`config.mk`:
```
export PLATFORM = sky130hd
export DESIGN_NAME = alu_src_arbiter
export DESIGN_NICKNAME = d
export VERILOG_FILES = /design/src/rtl/alu_src_arbiter.sv
export SDC_FILE = /design/constraint.sdc
export NUM_CORES = 1
export LEC_CHECK = 0
export BUFFER_PORTS_ARGS = -buffer_cell sky130_fd_sc_hd__buf_2
export CAP_MARGIN = 20
export CORE_AREA = 2 2 181 183
export DETAILED_ROUTE_END_ITERATION = 10
export DIE_AREA = 0 0 183 185
export SLEW_MARGIN = 25
export SYNTH_ARGS = -nofsm -noshare
export SYNTH_HDL_FRONTEND = slang
export SYNTH_SLANG_ARGS = --single-unit
```
`constraint.sdc`:
```
create_clock -name clk -period 2.2 [get_ports clk]
set_input_delay 0.11 -clock clk [delete_from_list [all_inputs] [get_ports clk]]
set_output_delay 0.11 -clock clk [all_outputs]
set_load 0.02 [all_outputs]
```
`src/rtl/alu_src_arbiter.sv`:
```
// alu_src_arbiter
// Shares one integer ALU operand-select stage between two issue requesters
// (0: integer RS, 1: branch/address-gen RS). A round-robin pick each cycle
// captures the winner's select codes and operands into a single output
// register that drains to the ALU under a valid/ready handshake.
module alu_src_arbiter #(
  parameter int DATA_W = 32,
  parameter int ADDR_W = 32,
  parameter int SRCA_W = 2,
  parameter int SRCB_W = 2,
  parameter int OP_W   = 4,
  parameter int TAG_W  = 6
) (
  input  logic              clk,
  input  logic              reset_n,
  input  logic              flush,
  input  logic [1:0]        req_valid,
  output logic [1:0]        req_ready,
  input  logic [SRCA_W-1:0] req0_src_a_sel,
  input  logic [SRCB_W-1:0] req0_src_b_sel,
  input  logic [ADDR_W-1:0] req0_pc,
  input  logic [DATA_W-1:0] req0_rs1,
  input  logic [DATA_W-1:0] req0_rs2,
  input  logic [DATA_W-1:0] req0_imm,
  input  logic [OP_W-1:0]   req0_op,
  input  logic [TAG_W-1:0]  req0_tag,
  input  logic [SRCA_W-1:0] req1_src_a_sel,
  input  logic [SRCB_W-1:0] req1_src_b_sel,
  input  logic [ADDR_W-1:0] req1_pc,
  input  logic [DATA_W-1:0] req1_rs1,
  input  logic [DATA_W-1:0] req1_rs2,
  input  logic [DATA_W-1:0] req1_imm,
  input  logic [OP_W-1:0]   req1_op,
  input  logic [TAG_W-1:0]  req1_tag,
  output logic              out_valid,
  input  logic              out_ready,
  output logic [SRCA_W-1:0] out_src_a_sel,
  output logic [SRCB_W-1:0] out_src_b_sel,
  output logic [ADDR_W-1:0] out_pc,
  output logic [DATA_W-1:0] out_rs1,
  output logic [DATA_W-1:0] out_rs2,
  output logic [DATA_W-1:0] out_imm,
  output logic [OP_W-1:0]   out_op,
  output logic [TAG_W-1:0]  out_tag,
  output logic              out_src,
  output logic [15:0]       grant_cnt0,
  output logic [15:0]       grant_cnt1
);

  // One issue slot's worth of operand-select state. Select codes are carried
  // verbatim; the downstream muxes own the decode of unused encodings.
  typedef struct packed {
    logic [SRCA_W-1:0] src_a_sel;
    logic [SRCB_W-1:0] src_b_sel;
    logic [ADDR_W-1:0] pc;
    logic [DATA_W-1:0] rs1;
    logic [DATA_W-1:0] rs2;
    logic [DATA_W-1:0] imm;
    logic [OP_W-1:0]   op;
    logic [TAG_W-1:0]  tag;
  } payload_t;

  localparam logic [15:0] CNT_MAX = 16'hFFFF;

  payload_t    req0_pl;
  payload_t    req1_pl;
  payload_t    out_pl_q;
  payload_t    out_pl_d;
  logic        out_valid_q;
  logic        out_valid_d;
  logic        out_src_q;
  logic        out_src_d;
  logic        rr_q;
  logic        rr_d;
  logic [15:0] cnt0_q;
  logic [15:0] cnt0_d;
  logic [15:0] cnt1_q;
  logic [15:0] cnt1_d;

  logic        accept;
  logic [1:0]  grant;
  logic        handshake;
  logic        winner;

  assign req0_pl = '{req0_src_a_sel, req0_src_b_sel, req0_pc, req0_rs1,
                     req0_rs2, req0_imm, req0_op, req0_tag};
  assign req1_pl = '{req1_src_a_sel, req1_src_b_sel, req1_pc, req1_rs1,
                     req1_rs2, req1_imm, req1_op, req1_tag};

  // Round-robin grant and accept: a lone requester always wins, a tie goes
  // to the requester named by rr; nothing is accepted in reset, on flush or
  // while the output register is stalled.
  always_comb begin
    // NOTE: every signal written in a combinational block gets a default
    // first, so no path leaves it unassigned and no latch is inferred.
    grant     = 2'b00;
    accept    = reset_n && !flush && (!out_valid_q || out_ready);
    grant[0]  = req_valid[0] && (!req_valid[1] || !rr_q);
    grant[1]  = req_valid[1] && (!req_valid[0] ||  rr_q);
    req_ready = {2{accept}} & grant;
    handshake = |req_ready;
    winner    = req_ready[1];
  end

  // Next state for the output register, the fairness pointer and counters.
  always_comb begin
    out_valid_d = out_valid_q;
    out_pl_d    = out_pl_q;
    out_src_d   = out_src_q;
    rr_d        = rr_q;
    cnt0_d      = cnt0_q;
    cnt1_d      = cnt1_q;
    if (handshake) begin
      out_valid_d = 1'b1;
      out_pl_d    = winner ? req1_pl : req0_pl;
      out_src_d   = winner;
      rr_d        = ~winner;
      if (!winner && cnt0_q != CNT_MAX) cnt0_d = cnt0_q + 16'd1;
      if ( winner && cnt1_q != CNT_MAX) cnt1_d = cnt1_q + 16'd1;
    end else if (flush || out_ready) begin
      // Killed or drained with nothing new to load; payload keeps stale bits.
      out_valid_d = 1'b0;
    end
  end

  // State registers with asynchronous clear so an in-flight op drops at once.
  always_ff @(posedge clk or negedge reset_n) begin
    if (!reset_n) begin
      out_valid_q <= 1'b0;
      out_pl_q    <= '0;
      out_src_q   <= 1'b0;
      rr_q        <= 1'b0;
      cnt0_q      <= '0;
      cnt1_q      <= '0;
    end else begin
      // NOTE: non-blocking assignments keep every flop sampling pre-edge
      // values, independent of statement order within the block.
      out_valid_q <= out_valid_d;
      out_pl_q    <= out_pl_d;
      out_src_q   <= out_src_d;
      rr_q        <= rr_d;
      cnt0_q      <= cnt0_d;
      cnt1_q      <= cnt1_d;
    end
  end

  assign out_valid     = out_valid_q;
  assign out_src_a_sel = out_pl_q.src_a_sel;
  assign out_src_b_sel = out_pl_q.src_b_sel;
  assign out_pc        = out_pl_q.pc;
  assign out_rs1       = out_pl_q.rs1;
  assign out_rs2       = out_pl_q.rs2;
  assign out_imm       = out_pl_q.imm;
  assign out_op        = out_pl_q.op;
  assign out_tag       = out_pl_q.tag;
  assign out_src       = out_src_q;
  assign grant_cnt0    = cnt0_q;
  assign grant_cnt1    = cnt1_q;

endmodule
```
==> results of run 1 <==
-- stage by stage --
step / hold WS [ps] / std cells / instance area, sq um / utilization
finish: 63.4 / 1925 / 14100 / 0.439
global placement: 306 / 1598 / 10400 / 0.325
global route: 52.9 / 1924 / 14100 / 0.439
detailed placement: 300 / 1598 / 10400 / 0.325
CTS: 16.5 / 1916 / 14000 / 0.436
floorplan: -186 / 756 / 7510 / -
-- worst register-to-register path, cell delays in order (launching register included) --
cell	delay [ps]
dfrtp_1	400
o2111a_4	360
buf_16	180
buf_4	190
a22oi_1	220
dlygate4sd3_1	590
nand2_1	50
-- power groups by stage --
stage,Sequential [mW],Clock (mW),Combinational (mW)
floorplan,5.47,0,0.805
global placement,4.49,0,3.24
detailed placement,4.52,0,3.28
CTS,4.49,3.65,3.71
global route,4.59,3.78,4.05
finish,4.50,3.55,3.76
-- cell type report --
cell class / instances / area (sq um) / area share
timing repair buffer: 772 / 5510 / 0.392
antenna: 4 / 10.0 / 0.000712
clock inverter: 14 / 249 / 0.0177
tap: 408 / 510 / 0.0363
multi-input combinational: 530 / 2900 / 0.206
clock buffer: 18 / 439 / 0.0312
sequential: 177 / 4430 / 0.315
inverter: 2 / 15.0 / 0.00107
-- Yosys cell counts --
cell / instances
nand2_1: 291
dfrtp_1: 177
a22oi_1: 137
clkbuf_1: 29
xor2_1: 17
nor2_1: 15
xnor2_1: 13
buf_2: 10
buf_1: 8
nand3_1: 7
nand4_1: 7
and4_1: 6
o21ai_0: 6
mux2i_1: 5
and3_1: 3
and3_2: 2
ha_1: 2
mux2_2: 2
o2111a_1: 2
a2111o_1: 1
a21o_1: 1
a21oi_1: 1
a21oi_2: 1
and2b_1: 1
and4_2: 1
and4_4: 1
inv_1: 1
inv_2: 1
nand2b_1: 1
nand3b_1: 1
nand4_4: 1
nor2b_1: 1
o21a_1: 1
or2_2: 1
or3_1: 1
or3b_1: 1
-- how the worst max path moves through the flow --
stage                                             to  cells past startpoint
after floorplan           grant_cnt0[13]$_DFFE_PN0P_                      6
after global placement    grant_cnt0[13]$_DFFE_PN0P_                      6
after detailed placement  grant_cnt0[13]$_DFFE_PN0P_                      6
after CTS                    out_rs1[21]$_DFFE_PN0P_                      7
after global routing         out_rs1[21]$_DFFE_PN0P_                      6
final                        out_rs1[23]$_DFFE_PN0P_                      9
-- cell families (layout without fill, tap and decap cells) --
kind of cell,after synthesis,count (layout)
compound gates,150,150
xor+xnor,30,30
simple gates,341,341
flops,177,177
other cells,0,4
fa+ha+maj,2,2
buf+inv,49,806
mux,7,7
-- repair_timing --
item	in CTS	in global routing
hold buffers	286	0
endpoints found under the setup margin	0	41
resized for setup	0	5
endpoints found under the hold margin	270	0
buffers inserted	0	3
-- per-layer routing --
| layer | share of wire | GRT usage |
|---|---|---|
| met1 | 0.38 | 0.203 |
| met2 | 0.49 | 0.306 |
| met3 | 0.086 | 0.0641 |
| met5 | 0 | 0 |
| met4 | 0.047 | 0.106 |
-- sequential cells by signal (all words and copies together), names as in the netlist --
signal	flops
out_rs1	32
out_rs2	32
out_src_b_sel	2
out_valid	1
out_pc	32
grant_cnt1	16
out_imm	32
out_tag	6
grant_cnt0	16
out_src_a_sel	2
out_op	4
out_src	1
rr_q	1
==> impl_metrics.ini, run 1 <==
[routing]
routed_wl_mm = 32.9
antenna_left = 0
drc = 0
vias = 8851
wire_per_inst_microns = 17.1
firstDrtPassIters = 5
drt_iter0_drc = 356
vias_per_cell = 4.60

[critical_path]
critPathMostFrequentCell = dlygate4sd3_1
critPathMaxFanout = 21
path_class = in -> reg
end_kind = register
startpoint = reset_n
slowest_delay_ps = 590
rr_startpoint = rr_q$_DFFE_PN0P_
r2r-end = out_rs1[23]$_DFFE_PN0P_
r2r_setup_slack_ps = 100
critPathLaunchType = primary input
worstPathRequired_ps = 2530
cp_slowest_cell = dlygate4sd3_1
critPathArrivalTime_ps = 2440
cp_num_buf_inv = 5
path_delay_family = buffers and inverters
reg2regPathDepth = 6
worstPathCellList = dlygate4sd3_1, clkbuf_8, and2b_1, o2111a_4, buf_16, buf_4, a22oi_1, dlygate4sd3_1, nand2_1

[worst_hold_path]
whs_path_depth = 3
hp-class = in -> reg
hold_end = out_valid$_DFFE_PN0P_
worstHoldStart = req_valid[1]

[place]
pre_cts_slack_ps = 161
place_congestion = 0.803
dpl.hpwl_mm = 20.6
portBuffers = 467

[pwr]
netSwitchingFraction = 0.346
p_seq_frac = 0.381
clkPwrFrac = 0.300
peakVddDrop_uv = 498
p_switching_mw = 4.09
p_per_area_mw_per_mm2 = 839
pwr-share-comb = 0.318
internal_power_mw = 7.71
power_mw = 11.8
cellLeakagePower_nw = 7.32

[synthesis]
seq_area_frac_synth = 0.590
synthMuxAreaShare = 0.00966
synth_area_leaders = dfrtp_1, nand2_1, a22oi_1
ys_warn_count = 0
synth_area_leader_cell = dfrtp_1
synth_area_sq_mm = 0.00751
synthesis.nets = 1048
synth_cell_types = 36
netlist.area_leader.share = 0.590
synthSimpleGateAreaFrac = 0.187
avgSynthCellArea_sq_um = 9.94
ys_seq_elements = 177
syn_inst = 756
synth_fa_ha_area_frac = 0.00333
synth_top_family_by_area = simple AND/OR/NAND/NOR gates
synth_xor_area_frac = 0.0350
synth_compound_area_frac = 0.149

[sta]
setup_tns_ps = 0
fin_crit_sh = 0.960
setup_viol = 0
setup_slack_ps = 87.3
finalClockSkew_ps = 14.3
finalCriticalPeriod_ps = 2110
final_max_slew_viol_count = 0
slew_headroom = 0.524
final_hold_viol_count = 0
timing.fmax_mhz = 473
rsz0062_at_grt = false
worst_slew_pin_slew_ps = 714

[global_route]
antenna_found_initial = 3
overflow = 0
grt_max_degree = 130
grt_pass1_wl_mm = 48.0
grt_pass1_vias = 9139
grtUsageTotal = 0.183

[floorplanning]
ioPinCount = 468
core_area_sq_mm = 0.0320
start_util = 0.234
die-area_sq_mm = 0.0339
dieWidth_microns = 183
rows = 66
die_h_microns = 185

[final_layout]
layout_commonest_cell = buf_2
final_cell_mix = buf_2, nand2_1, dlygate4sd3_1
syn2layout_area_growth_pct = 87.2
drive_gt1_frac = 0.350
nets = 1792
fill_cells = 3015

[clock_tree]
cts_buffers = 17
clkSlewWorstSetupHoldPaths_ps = 70
tritoncts = built
clock-sinks = 177
clock_latency_ps = 440
htreeDepth = 4
cts_buffer_depth = 2
cts-root-buf = clkbuf_16

[job]
cap_violations = 0

[outcome]
status = complete, no violations
(Power assumes the default switching activity.)
==> run 2, diff against run 1 <==
--- a/config.mk
+++ b/config.mk
@@ -7,9 +7,12 @@
 export LEC_CHECK = 0
 export BUFFER_PORTS_ARGS = -buffer_cell sky130_fd_sc_hd__buf_2
 export CAP_MARGIN = 20
-export CORE_AREA = 2 2 181 183
+export CELL_PAD_IN_SITES_DETAIL_PLACEMENT = 1
+export CELL_PAD_IN_SITES_GLOBAL_PLACEMENT = 1
+export CORE_AREA = 2 2 184 186
 export DETAILED_ROUTE_END_ITERATION = 10
-export DIE_AREA = 0 0 183 185
+export DIE_AREA = 0 0 186 188
+export PLACE_DENSITY_LB_ADDON = 0.1
 export SLEW_MARGIN = 25
 export SYNTH_ARGS = -nofsm -noshare
 export SYNTH_HDL_FRONTEND = slang
==> constraint.sdc (replaced) <==
create_clock -name clk -period 2.2 [get_ports clk]
set_input_delay 0 -clock clk [delete_from_list [all_inputs] [get_ports clk]]
set_output_delay 0 -clock clk [all_outputs]
set_load 0.02 [all_outputs]
==> run 2 against run 1 <==
Against the previous run:
- sequential share of layout area increased by 0.15 points
- global-route usage increased by 1.1 points
- largest power group unchanged
- non-clock buffer count increased by 5
- die area increased by 3.3%
- combinational power increased by 1%
- utilization decreased by 1.6 points
- sequential power about the same
- design area decreased by 0.47%
- setup slack improved by 42 ps
- clock skew decreased by 3.7 ps
- critical path depth decreased by 3
- register-to-register slack improved by 30 ps
==> impl_metrics.ini, run 2 (synthesized netlist as in run 1, its figures left out) <==
[outcome]
status = complete, no violations

[routing]
vias_per_cell = 4.45
firstDrtPassIters = 5
antenna_left = 0
routed_wl_mm = 34.8
drc = 0
drt_iter0_drc = 254
vias = 8775
wire_per_inst_microns = 17.6

[global_route]
grt_pass1_vias = 9710
grt_pass1_wl_mm = 52.0
grt_max_degree = 76
grtUsageTotal = 0.194
antenna_found_initial = 6
overflow = 0

[floorplanning]
rows = 67
start_util = 0.227
ioPinCount = 468
dieWidth_microns = 186
core_area_sq_mm = 0.0331
die-area_sq_mm = 0.0350
die_h_microns = 188

[critical_path]
cp_slowest_cell = dlygate4sd3_1
critPathMaxFanout = 57
path_class = reg -> reg
critPathArrivalTime_ps = 2440
slowest_delay_ps = 590
worstPathCellList = nand2b_4, o2111a_4, buf_12, a22oi_1, dlygate4sd3_1, nand2_1
end_kind = register
worstPathRequired_ps = 2570
critPathLaunchType = register

[sta]
setup_viol = 0
worst_slew_pin_slew_ps = 921
final_hold_viol_count = 0
finalCriticalPeriod_ps = 2070
slew_headroom = 0.386
fin_crit_sh = 0.941
rsz0062_at_grt = false
setup_slack_ps = 129
setup_tns_ps = 0
finalClockSkew_ps = 10.5
final_max_slew_viol_count = 0
timing.fmax_mhz = 483

[clock_tree]
cts_buffer_depth = 2
cts-root-buf = clkbuf_16
htreeDepth = 4
tritoncts = built
clock_latency_ps = 430
clkSlewWorstSetupHoldPaths_ps = 70
clock-sinks = 177
cts_buffers = 17

[final_layout]
syn2layout_area_growth_pct = 86.3
layout_commonest_cell = buf_2
nets = 1797
stdcell_count = 1974
final_cell_mix = buf_2, nand2_1, dlygate4sd3_1
drive_gt1_frac = 0.352

[pwr]
peakVddDrop_uv = 511
power_mw = 11.4
cellLeakagePower_nw = 7.28
p_per_area_mw_per_mm2 = 811

[place]
place_congestion = 0.748
pre_cts_slack_ps = 176
portBuffers = 467
dpl.hpwl_mm = 22.7
place_inst = 1641

[worst_hold_path]
hp-class = in -> reg

[job]
cap_violations = 0
run 2: worst paths after layout:
kind | start | end | slack (ps) | cells past startpoint
worst max-delay path | out_valid$_DFFE_PN0P_ | out_rs2[27]$_DFFE_PN0P_ | 130 | 6
worst min-delay path | req_valid[1] | rr_q$_DFFE_PN0P_ | 60 | 3
worst max register to register | out_valid$_DFFE_PN0P_ | out_rs2[27]$_DFFE_PN0P_ | 130 | 6
worst min register to register | out_imm[6]$_DFFE_PN0P_ | out_imm[6]$_DFFE_PN0P_ | 470 | 2
max in group asynchronous | reset_n | out_imm[5]$_DFFE_PN0P_ | 670 | 4
min in group asynchronous | reset_n | out_rs1[25]$_DFFE_PN0P_ | 270 | 3
run 2: metal layers:
layer / global-route usage / share of wire
met5: 0 / 0
met1: 0.205 / 0.38
met4: 0.102 / 0.045
met3: 0.0602 / 0.070
met2: 0.344 / 0.50
run 2: area by class of cell:
class / instances / area [sq um]
tap: 448 / 561
inverter: 2 / 10.0
clock inverter: 11 / 104
timing repair buffer: 777 / 5480
clock buffer: 21 / 480
sequential: 177 / 4430
antenna: 8 / 20.0
fill: 3894 / 19100
multi-input combinational: 530 / 2910
run 2: critical path, delay by kind of cell, from the launching register on:
| family | cells | cell delay [ps] |
|---|---|---|
| flip-flops | 1 | 410 |
| AND/OR/NAND/NOR | 2 | 170 |
| buffers and inverters | 2 | 880 |
| AO/OA/AOI/OAI | 2 | 500 |
run 2: repair_timing:
item | CTS | global route
hold endpoints to repair | 259 | 0
hold buffers | 288 | 0
setup buffers | 0 | 5
endpoints found under the setup margin | 0 | 40
resized for setup | 0 | 3
run 2: report_power, final:
| group | total, mW | internal [mW] | switching, mW |
|---|---|---|---|
| Sequential | 4.47 | 4.02 | 0.446 |
| Combinational | 3.81 | 1.49 | 2.32 |
| Clock | 3.08 | 1.69 | 1.39 |
run 2: through the flow:
step | area, sq um | util | hold WS (ps)
after floorplan | 7510 | - | -296
after global placement | 10500 | 0.316 | -172
after detailed placement | 10500 | 0.316 | -173
after CTS | 13900 | 0.420 | 12.0
after global routing | 14000 | 0.423 | 47.7
final | 14000 | 0.423 | 63.0
